==> config.mk <==
export PLATFORM = sky130hd
export DESIGN_NAME = scr_base_l3_bk_tp_d0_arb
export DESIGN_NICKNAME = d
export VERILOG_FILES = /design/src/rtl/scr_base_l3_bk_tp_d0_arb.sv
export SDC_FILE = /design/constraint.sdc
export NUM_CORES = 1
export LEC_CHECK = 0
export BUFFER_PORTS_ARGS = -buffer_cell sky130_fd_sc_hd__buf_2
export CAP_MARGIN = 10
export CORE_MARGIN = 3
export CORE_UTILIZATION = 40
export DETAILED_ROUTE_END_ITERATION = 10
export GPL_TIMING_DRIVEN = 0
export PLACE_DENSITY_LB_ADDON = 0.3
export SYNTH_ARGS = -nofsm -noshare
export SYNTH_HDL_FRONTEND = slang
export SYNTH_SLANG_ARGS = --single-unit
==> constraint.sdc <==
create_clock -name clk -period 6.1 [get_ports clk]
set_input_delay 1.22 -clock clk [delete_from_list [all_inputs] [get_ports clk]]
set_output_delay 1.22 -clock clk [all_outputs]
set_load 0.01 [all_outputs]
==> src/rtl/scr_base_l3_bk_tp_d0_arb.sv <==
// L3 bank tag pipe D0: arbitrates request sources, blocks same-set hazards against
// the in-flight tracker, allocates a tracker id and loads the registered D1 stage.
module scr_base_l3_bk_tp_d0_arb #(
  parameter int N_SRC       = 4,
  parameter int ADDR_W      = 40,
  parameter int LINE_OFFS_W = 6,
  parameter int SET_W       = 10,
  parameter int OP_W        = 4,
  parameter int TRK_DEPTH   = 8,
  parameter int HI_PRIO_EN  = 1,
  localparam int SRC_W      = (N_SRC > 1) ? $clog2(N_SRC) : 1,
  localparam int TID_W      = (TRK_DEPTH > 1) ? $clog2(TRK_DEPTH) : 1,
  localparam int CNT_W      = TID_W + 1
) (
  input  logic                    clk,
  input  logic                    rst_n,
  input  logic [N_SRC-1:0]        req_vld_i,
  output logic [N_SRC-1:0]        req_rdy_o,
  input  logic [N_SRC*ADDR_W-1:0] req_addr_i,
  input  logic [N_SRC*OP_W-1:0]   req_op_i,
  output logic                    d1_vld_o,
  input  logic                    d1_rdy_i,
  output logic [SRC_W-1:0]        d1_src_o,
  output logic [ADDR_W-1:0]       d1_addr_o,
  output logic [SET_W-1:0]        d1_set_o,
  output logic [OP_W-1:0]         d1_op_o,
  output logic [TID_W-1:0]        d1_tid_o,
  input  logic                    rls_vld_i,
  input  logic [TID_W-1:0]        rls_tid_i,
  output logic [CNT_W-1:0]        trk_cnt_o,
  output logic                    trk_full_o
);

  logic [TRK_DEPTH-1:0] trk_vld;
  logic [SET_W-1:0]     trk_set [TRK_DEPTH];
  logic [SRC_W-1:0]     rr_ptr;

  logic [SET_W-1:0]     req_set_p0 [N_SRC];
  logic [N_SRC-1:0]     hit_p0;
  logic [N_SRC-1:0]     elig_p0;
  logic                 can_load_p0;
  logic                 hi_sel_p0;
  logic [SRC_W-1:0]     rr_idx_p0;
  logic                 gnt_vld_p0;
  logic [SRC_W-1:0]     gnt_idx_p0;
  logic [ADDR_W-1:0]    gnt_addr_p0;
  logic [OP_W-1:0]      gnt_op_p0;
  logic [SET_W-1:0]     gnt_set_p0;
  logic [TID_W-1:0]     free_tid_p0;
  logic                 rls_hit_p0;

  function automatic logic [SRC_W-1:0] wrap_add(input logic [SRC_W-1:0] base, input int ofs);
    int s;
    s = int'(base) + ofs;
    if (s >= N_SRC) s = s - N_SRC;
    return SRC_W'(s);
  endfunction

  assign trk_full_o  = (trk_cnt_o == CNT_W'(TRK_DEPTH));
  assign can_load_p0 = !d1_vld_o || d1_rdy_i;
  // A release only frees an entry that is actually held; stray releases are dropped.
  assign rls_hit_p0  = rls_vld_i && trk_vld[rls_tid_i];

  // ---- D0: hazard check against in-flight sets ----
  always_comb begin
    hit_p0  = '0;
    elig_p0 = '0;
    for (int k = 0; k < N_SRC; k++) begin
      req_set_p0[k] = req_addr_i[k*ADDR_W+LINE_OFFS_W +: SET_W];
      for (int e = 0; e < TRK_DEPTH; e++) begin
        if (trk_vld[e] && (trk_set[e] == req_set_p0[k])) hit_p0[k] = 1'b1;
      end
      elig_p0[k] = req_vld_i[k] && !hit_p0[k] && !trk_full_o;
    end
  end

  // Downward scan so the lowest offset from rr_ptr wins.
  always_comb begin
    hi_sel_p0 = (HI_PRIO_EN != 0) && elig_p0[0];
    rr_idx_p0 = '0;
    for (int i = N_SRC-1; i >= 0; i--) begin
      if (elig_p0[wrap_add(rr_ptr, i)]) rr_idx_p0 = wrap_add(rr_ptr, i);
    end
    gnt_vld_p0 = can_load_p0 && (|elig_p0);
    gnt_idx_p0 = hi_sel_p0 ? '0 : rr_idx_p0;
  end

  always_comb begin
    gnt_addr_p0 = '0;
    gnt_op_p0   = '0;
    for (int k = 0; k < N_SRC; k++) begin
      if (gnt_idx_p0 == SRC_W'(k)) begin
        gnt_addr_p0 = req_addr_i[k*ADDR_W +: ADDR_W];
        gnt_op_p0   = req_op_i[k*OP_W +: OP_W];
      end
    end
    gnt_set_p0 = gnt_addr_p0[LINE_OFFS_W +: SET_W];
  end

  // Entries released this cycle are still marked valid, so they are never reused here.
  always_comb begin
    free_tid_p0 = '0;
    for (int e = TRK_DEPTH-1; e >= 0; e--) begin
      if (!trk_vld[e]) free_tid_p0 = TID_W'(e);
    end
  end

  always_comb begin
    req_rdy_o = '0;
    if (gnt_vld_p0 && rst_n) req_rdy_o[gnt_idx_p0] = 1'b1;
  end

  // ---- D0 -> D1 boundary: control state ----
  always_ff @(posedge clk or negedge rst_n) begin
    if (!rst_n) begin
      d1_vld_o  <= 1'b0;
      rr_ptr    <= '0;
      trk_vld   <= '0;
      trk_cnt_o <= '0;
    end else begin
      if (gnt_vld_p0) d1_vld_o <= 1'b1;
      else if (d1_rdy_i) d1_vld_o <= 1'b0;
      if (gnt_vld_p0 && !hi_sel_p0) begin
        rr_ptr <= (gnt_idx_p0 == SRC_W'(N_SRC-1)) ? '0 : gnt_idx_p0 + SRC_W'(1);
      end
      if (rls_hit_p0) trk_vld[rls_tid_i] <= 1'b0;
      if (gnt_vld_p0) trk_vld[free_tid_p0] <= 1'b1;
      if (gnt_vld_p0 && !rls_hit_p0) trk_cnt_o <= trk_cnt_o + CNT_W'(1);
      else if (!gnt_vld_p0 && rls_hit_p0) trk_cnt_o <= trk_cnt_o - CNT_W'(1);
    end
  end

  // ---- D0 -> D1 boundary: payload and tracker sets ----
  always_ff @(posedge clk or negedge rst_n) begin
    if (!rst_n) begin
      d1_src_o  <= '0;
      d1_addr_o <= '0;
      d1_set_o  <= '0;
      d1_op_o   <= '0;
      d1_tid_o  <= '0;
      for (int e = 0; e < TRK_DEPTH; e++) trk_set[e] <= '0;
    end else if (gnt_vld_p0) begin
      d1_src_o             <= gnt_idx_p0;
      d1_addr_o            <= gnt_addr_p0;
      d1_set_o             <= gnt_set_p0;
      d1_op_o              <= gnt_op_p0;
      d1_tid_o             <= free_tid_p0;
      trk_set[free_tid_p0] <= gnt_set_p0;
    end
  end

  rls_valid_entry_a: assert property (@(posedge clk) disable iff (!rst_n)
    rls_vld_i |-> trk_vld[rls_tid_i]);

endmodule

==> reports/results.tsv <==
stage	metric	value	unit
run_status	run status	complete, no violations	
min_path	startpoint of the lowest-slack hold path	d1_addr_o[3]	
pwr	Leak	6.09	nW
min_path	worst hold path cell count	2	
die	starting density of the core	41.0	%
yosys	main area contributors after synthesis	sky130_fd_sc_hd__dfrtp_1, sky130_fd_sc_hd__xnor2_1, sky130_fd_sc_hd__mux2_2, sky130_fd_sc_hd__a21oi_1, sky130_fd_sc_hd__buf_2	
min_path	end point of the worst hold path	d1_addr_o[3]	
min_path	Tightest Hold Check Type	flip-flop to flip-flop	
cells_and_area	final net count	1757	
placed_design	post-detailed-placement half-perimeter wirelength	33700	microns
pwr	cell area power density	482	mW/mm^2
cts	CTS Buffer Depth	2	
cells_and_area	Layout Cells excl Fill	1953	
die	Chip Height	176	microns
yosys	Synth top cells by count	sky130_fd_sc_hd__xnor2_1, sky130_fd_sc_hd__dfrtp_1, sky130_fd_sc_hd__a21oi_1, sky130_fd_sc_hd__buf_2, sky130_fd_sc_hd__nor2_1	
sta	crit path setup slack, layout	0.150	ns
yosys	instance count of the mapped netlist	1322	
pwr	peak ir drop on the vdd network	230	uV
yosys	post-synth top area cell	sky130_fd_sc_hd__dfrtp_1	
drt	ANT nets after route	0	
drt	routed wire length per instance	23.7	microns
yosys	Post-Synthesis Mean Instance Area	8.71	sq um
yosys	number of enable-type register cells in the synthesized netlist	0	
yosys	mapped cell area	0.0115	sq mm
critical_path	r2r endpoint	trk_set[70]	
global_route	total routing usage reported by global routing	29.1	%
die	site row count	61	
critical_path	critical path arrival	4.73	ns
critical_path	Cell Chain, Critical Path	buf_2 -> xor2_1 -> nor4_1 -> nand4_1 -> o22ai_1 -> nor4_2 -> a31o_2 -> nand3_1 -> inv_1 -> ha_1 -> clkbuf_1 -> buf_2 -> clkbuf_2 -> and3_1 -> buf_2	
sta	unrepaired setup endpoints after global routing	false	
critical_path	Critical-path top delay cell	sky130_fd_sc_hd__nor4_2	
yosys	total nets after synthesis	1517	
global_route	wire length of the first global-routing pass	66500	microns
die	die area	0.0309	sq mm
drt	vias per cell	5.58	
sta	maximum clock rate	168	MHz
sta	max-slew violation count	0	
critical_path	most prevalent standard cell on the critical path	sky130_fd_sc_hd__buf_2	
critical_path	slack of the worst reg-to-reg path	1.35	ns
cts	sinks on the clock net	144	
drt	number of search-and-repair iterations in the first detailed-routing pass	7	
cells_and_area	total inserted antenna cells	0	
sta	actual slew at the worst max-slew pin	1.13	ns
cts	Clock Tree Root	sky130_fd_sc_hd__clkbuf_16	
die	core area	0.0281	sq mm
yosys	portion of the post-synthesis area used by sequential elements	31.3	%
yosys	most frequent cell after synthesis	sky130_fd_sc_hd__xnor2_1	
yosys	synthesized flop and latch total	144	
die	Chip Width	176	microns
critical_path	Critical Path Source Type	input pin	
critical_path	largest fanout of any net on the critical path	10	
die	I/O pins	256	
sta	Layout Skew	0.0145	ns
cts	maximum level of the CTS H-tree	4	
cts	clock-pin slew reported for the worst setup and hold paths after clock tree synthesis	0.07	ns
cells_and_area	count of filler cells inserted in the layout	2847	
critical_path	slowest stage delay, CP	0.48	ns
cells_and_area	Synth-to-Final Area Change	19.7	%
cells_and_area	fraction of final layout cells sized beyond drive strength 1	31.0	%
yosys	area share of the leading cell type in the synthesized netlist	31.3	%
critical_path	required time at the worst-slack endpoint	4.88	ns
placed_design	routability cong.	0.961	
global_route	number of global-route vias before repair	10266	
global_route	largest net degree at the start of global routing	81	
run	max-capacitance violation count	0	
critical_path	Setup crit end kind	output pin	
cts	CTS tree	yes	
pwr	power consumption	6.64	mW
sta	number of hold violations in the final report	0	
placed_design	cell area after placement	0.0132	sq mm
drt	via count	10894	
drt	total detailed-routing wirelength	46200	microns
placed_design	number of cells in the design after placement	1921	
sta	Final Hold Slack	0.475	ns
drt	post-route DRC violation count	0	
critical_path	worst setup path class	input pin to output pin	
sta	Period Utilization, post-route	97.5	%
yosys	count of warnings emitted by yosys	0	
sta	Relative slew margins	24.2	%
cells_and_area	post-layout instance area	0.0138	sq mm
drt	number of DRC markers in iteration 0	1251	
cts	worst-skew pair later-pin latency	0.44	ns
yosys	Top FF cell, synth	sky130_fd_sc_hd__dfrtp_1	
sta	final setup vio count	0	
critical_path	cell family with most CP delay	buffers and inverters	
yosys	unique cell type count in the Yosys netlist	50	
cts	Inserted Clock Buffers	17	
global_route	GRT overflow	0	
global_route	number of antenna violations at the first check in global routing	0	
yosys	share of synthesized flip-flops with an asynchronous set or reset	100	%
placed_design	post-placement worst setup slack	-0.388	ns
critical_path	Bufs and invs on worst path	6	
critical_path	worst flop-to-flop path startpoint	trk_set[13]	
critical_path	worst-case reg-to-reg path depth	17	
sta	Final Critical Period	5.95	ns
placed_design	count of input and output buffers	212	
-- state kept, by name, summed over array words and instances, names as in the netlist --
register   cells
d1_tid_o       3
trk_cnt_o      4
d1_src_o       2
trk_set       80
d1_addr_o     40
d1_op_o        4
trk_vld        8
rr_ptr         2
d1_vld_o       1
-- worst max path at each step --
stage,start,endpoint,slack [ns],cells past startpoint
after floorplan,req_addr_i[50],req_rdy_o[1],0.95,15
after CTS,req_addr_i[55],req_rdy_o[1],0.07,15
final,req_addr_i[95],req_rdy_o[2],0.15,15
after global placement,req_addr_i[95],req_rdy_o[2],-0.35,14
after detailed placement,req_addr_i[95],req_rdy_o[2],-0.39,14
after global routing,req_addr_i[93],req_rdy_o[2],0.03,15
-- routing by layer --
metal	GRT usage (%)	wire length, microns	up-vias
met5	0	0	-
met4	11.1	1580	0
met3	4.95	4350	110
met2	45.2	21300	551
met1	40.6	19000	5333
li1	-	-	4900
-- timing repair --
action	CTS	global route
gates resized for setup	4	4
endpoints found under the setup margin	3	2
buffers inserted	0	2
hold buffers	0	0
-- logic make-up after synthesis --
| group | after synthesis | share of synthesized area (%) |
|---|---|---|
| buffers and inverters | 201 | 8.39 |
| and+or+nand+nor | 349 | 15.4 |
| AOI/OAI and AO/OA | 200 | 9.44 |
| DFF | 144 | 31.3 |
| xor gates and xnor gates | 324 | 24.6 |
| muxes | 96 | 9.88 |
| adders and majority gates | 8 | 0.934 |
-- cell usage in the layout (no fill, tap or decap), types with 3 or more instances in the layout --
cell,count
sky130_fd_sc_hd__a21o_1,6
sky130_fd_sc_hd__a21oi_1,123
sky130_fd_sc_hd__and3_1,45
sky130_fd_sc_hd__buf_1,7
sky130_fd_sc_hd__buf_2,304
sky130_fd_sc_hd__buf_4,27
sky130_fd_sc_hd__buf_6,9
sky130_fd_sc_hd__clkbuf_1,58
sky130_fd_sc_hd__clkbuf_16,17
sky130_fd_sc_hd__clkbuf_2,4
sky130_fd_sc_hd__clkinv_2,3
sky130_fd_sc_hd__dfrtp_1,144
sky130_fd_sc_hd__ha_1,6
sky130_fd_sc_hd__inv_1,11
sky130_fd_sc_hd__inv_6,5
sky130_fd_sc_hd__inv_8,3
sky130_fd_sc_hd__mux2_2,85
sky130_fd_sc_hd__mux2_4,9
sky130_fd_sc_hd__nand2_1,66
sky130_fd_sc_hd__nand3_1,31
sky130_fd_sc_hd__nand4_1,64
sky130_fd_sc_hd__nor2_1,87
sky130_fd_sc_hd__nor3_1,23
sky130_fd_sc_hd__nor4_1,13
sky130_fd_sc_hd__nor4_2,5
sky130_fd_sc_hd__o21ai_0,43
sky130_fd_sc_hd__o21ai_1,11
sky130_fd_sc_hd__o22ai_1,3
sky130_fd_sc_hd__xnor2_1,277
sky130_fd_sc_hd__xor2_1,47
-- report_power, final --
group | leakage [nW] | total [mW] | internal, mW | switching (mW)
logic | 3.98 | 4.05 | 1.75 | 2.30
clock network | 0.285 | 1.05 | 0.575 | 0.480
registers | 1.82 | 1.54 | 1.36 | 0.178
total | 6.09 | 6.64 | 3.69 | 2.96
-- layout make-up --
| class | count | area, sq um | share of cell area [%] |
|---|---|---|---|
| multi-input cells | 977 | 6970 | 50.6 |
| flip-flops and latches | 144 | 3600 | 26.1 |
| repair buffers | 224 | 1200 | 8.73 |
| plain buffers | 186 | 913 | 6.63 |
| well taps | 378 | 473 | 3.43 |
| clock buffers | 17 | 425 | 3.09 |
| clock inverters | 15 | 148 | 1.07 |
| inverters | 12 | 48.8 | 0.354 |
-- worst register-to-register path: cells and delay by family, from the launching register on --
family          cells  cell delay, ns
simple gates        7            1.57
compound gates      5            1.23
buf+inv             2            0.62
fa+ha+maj           1            0.38
flops               1            0.37
mux                 1            0.33
xor+xnor            1            0.19
-- through the flow --
stage                     util (%)  TNS, ns
after floorplan                  -        0
after global placement        46.5    -6.84
after detailed placement      46.9    -1.73
after CTS                     48.9        0
after global routing          49.1        0
final                         49.1        0
Power figures use the tool's default switching activity.
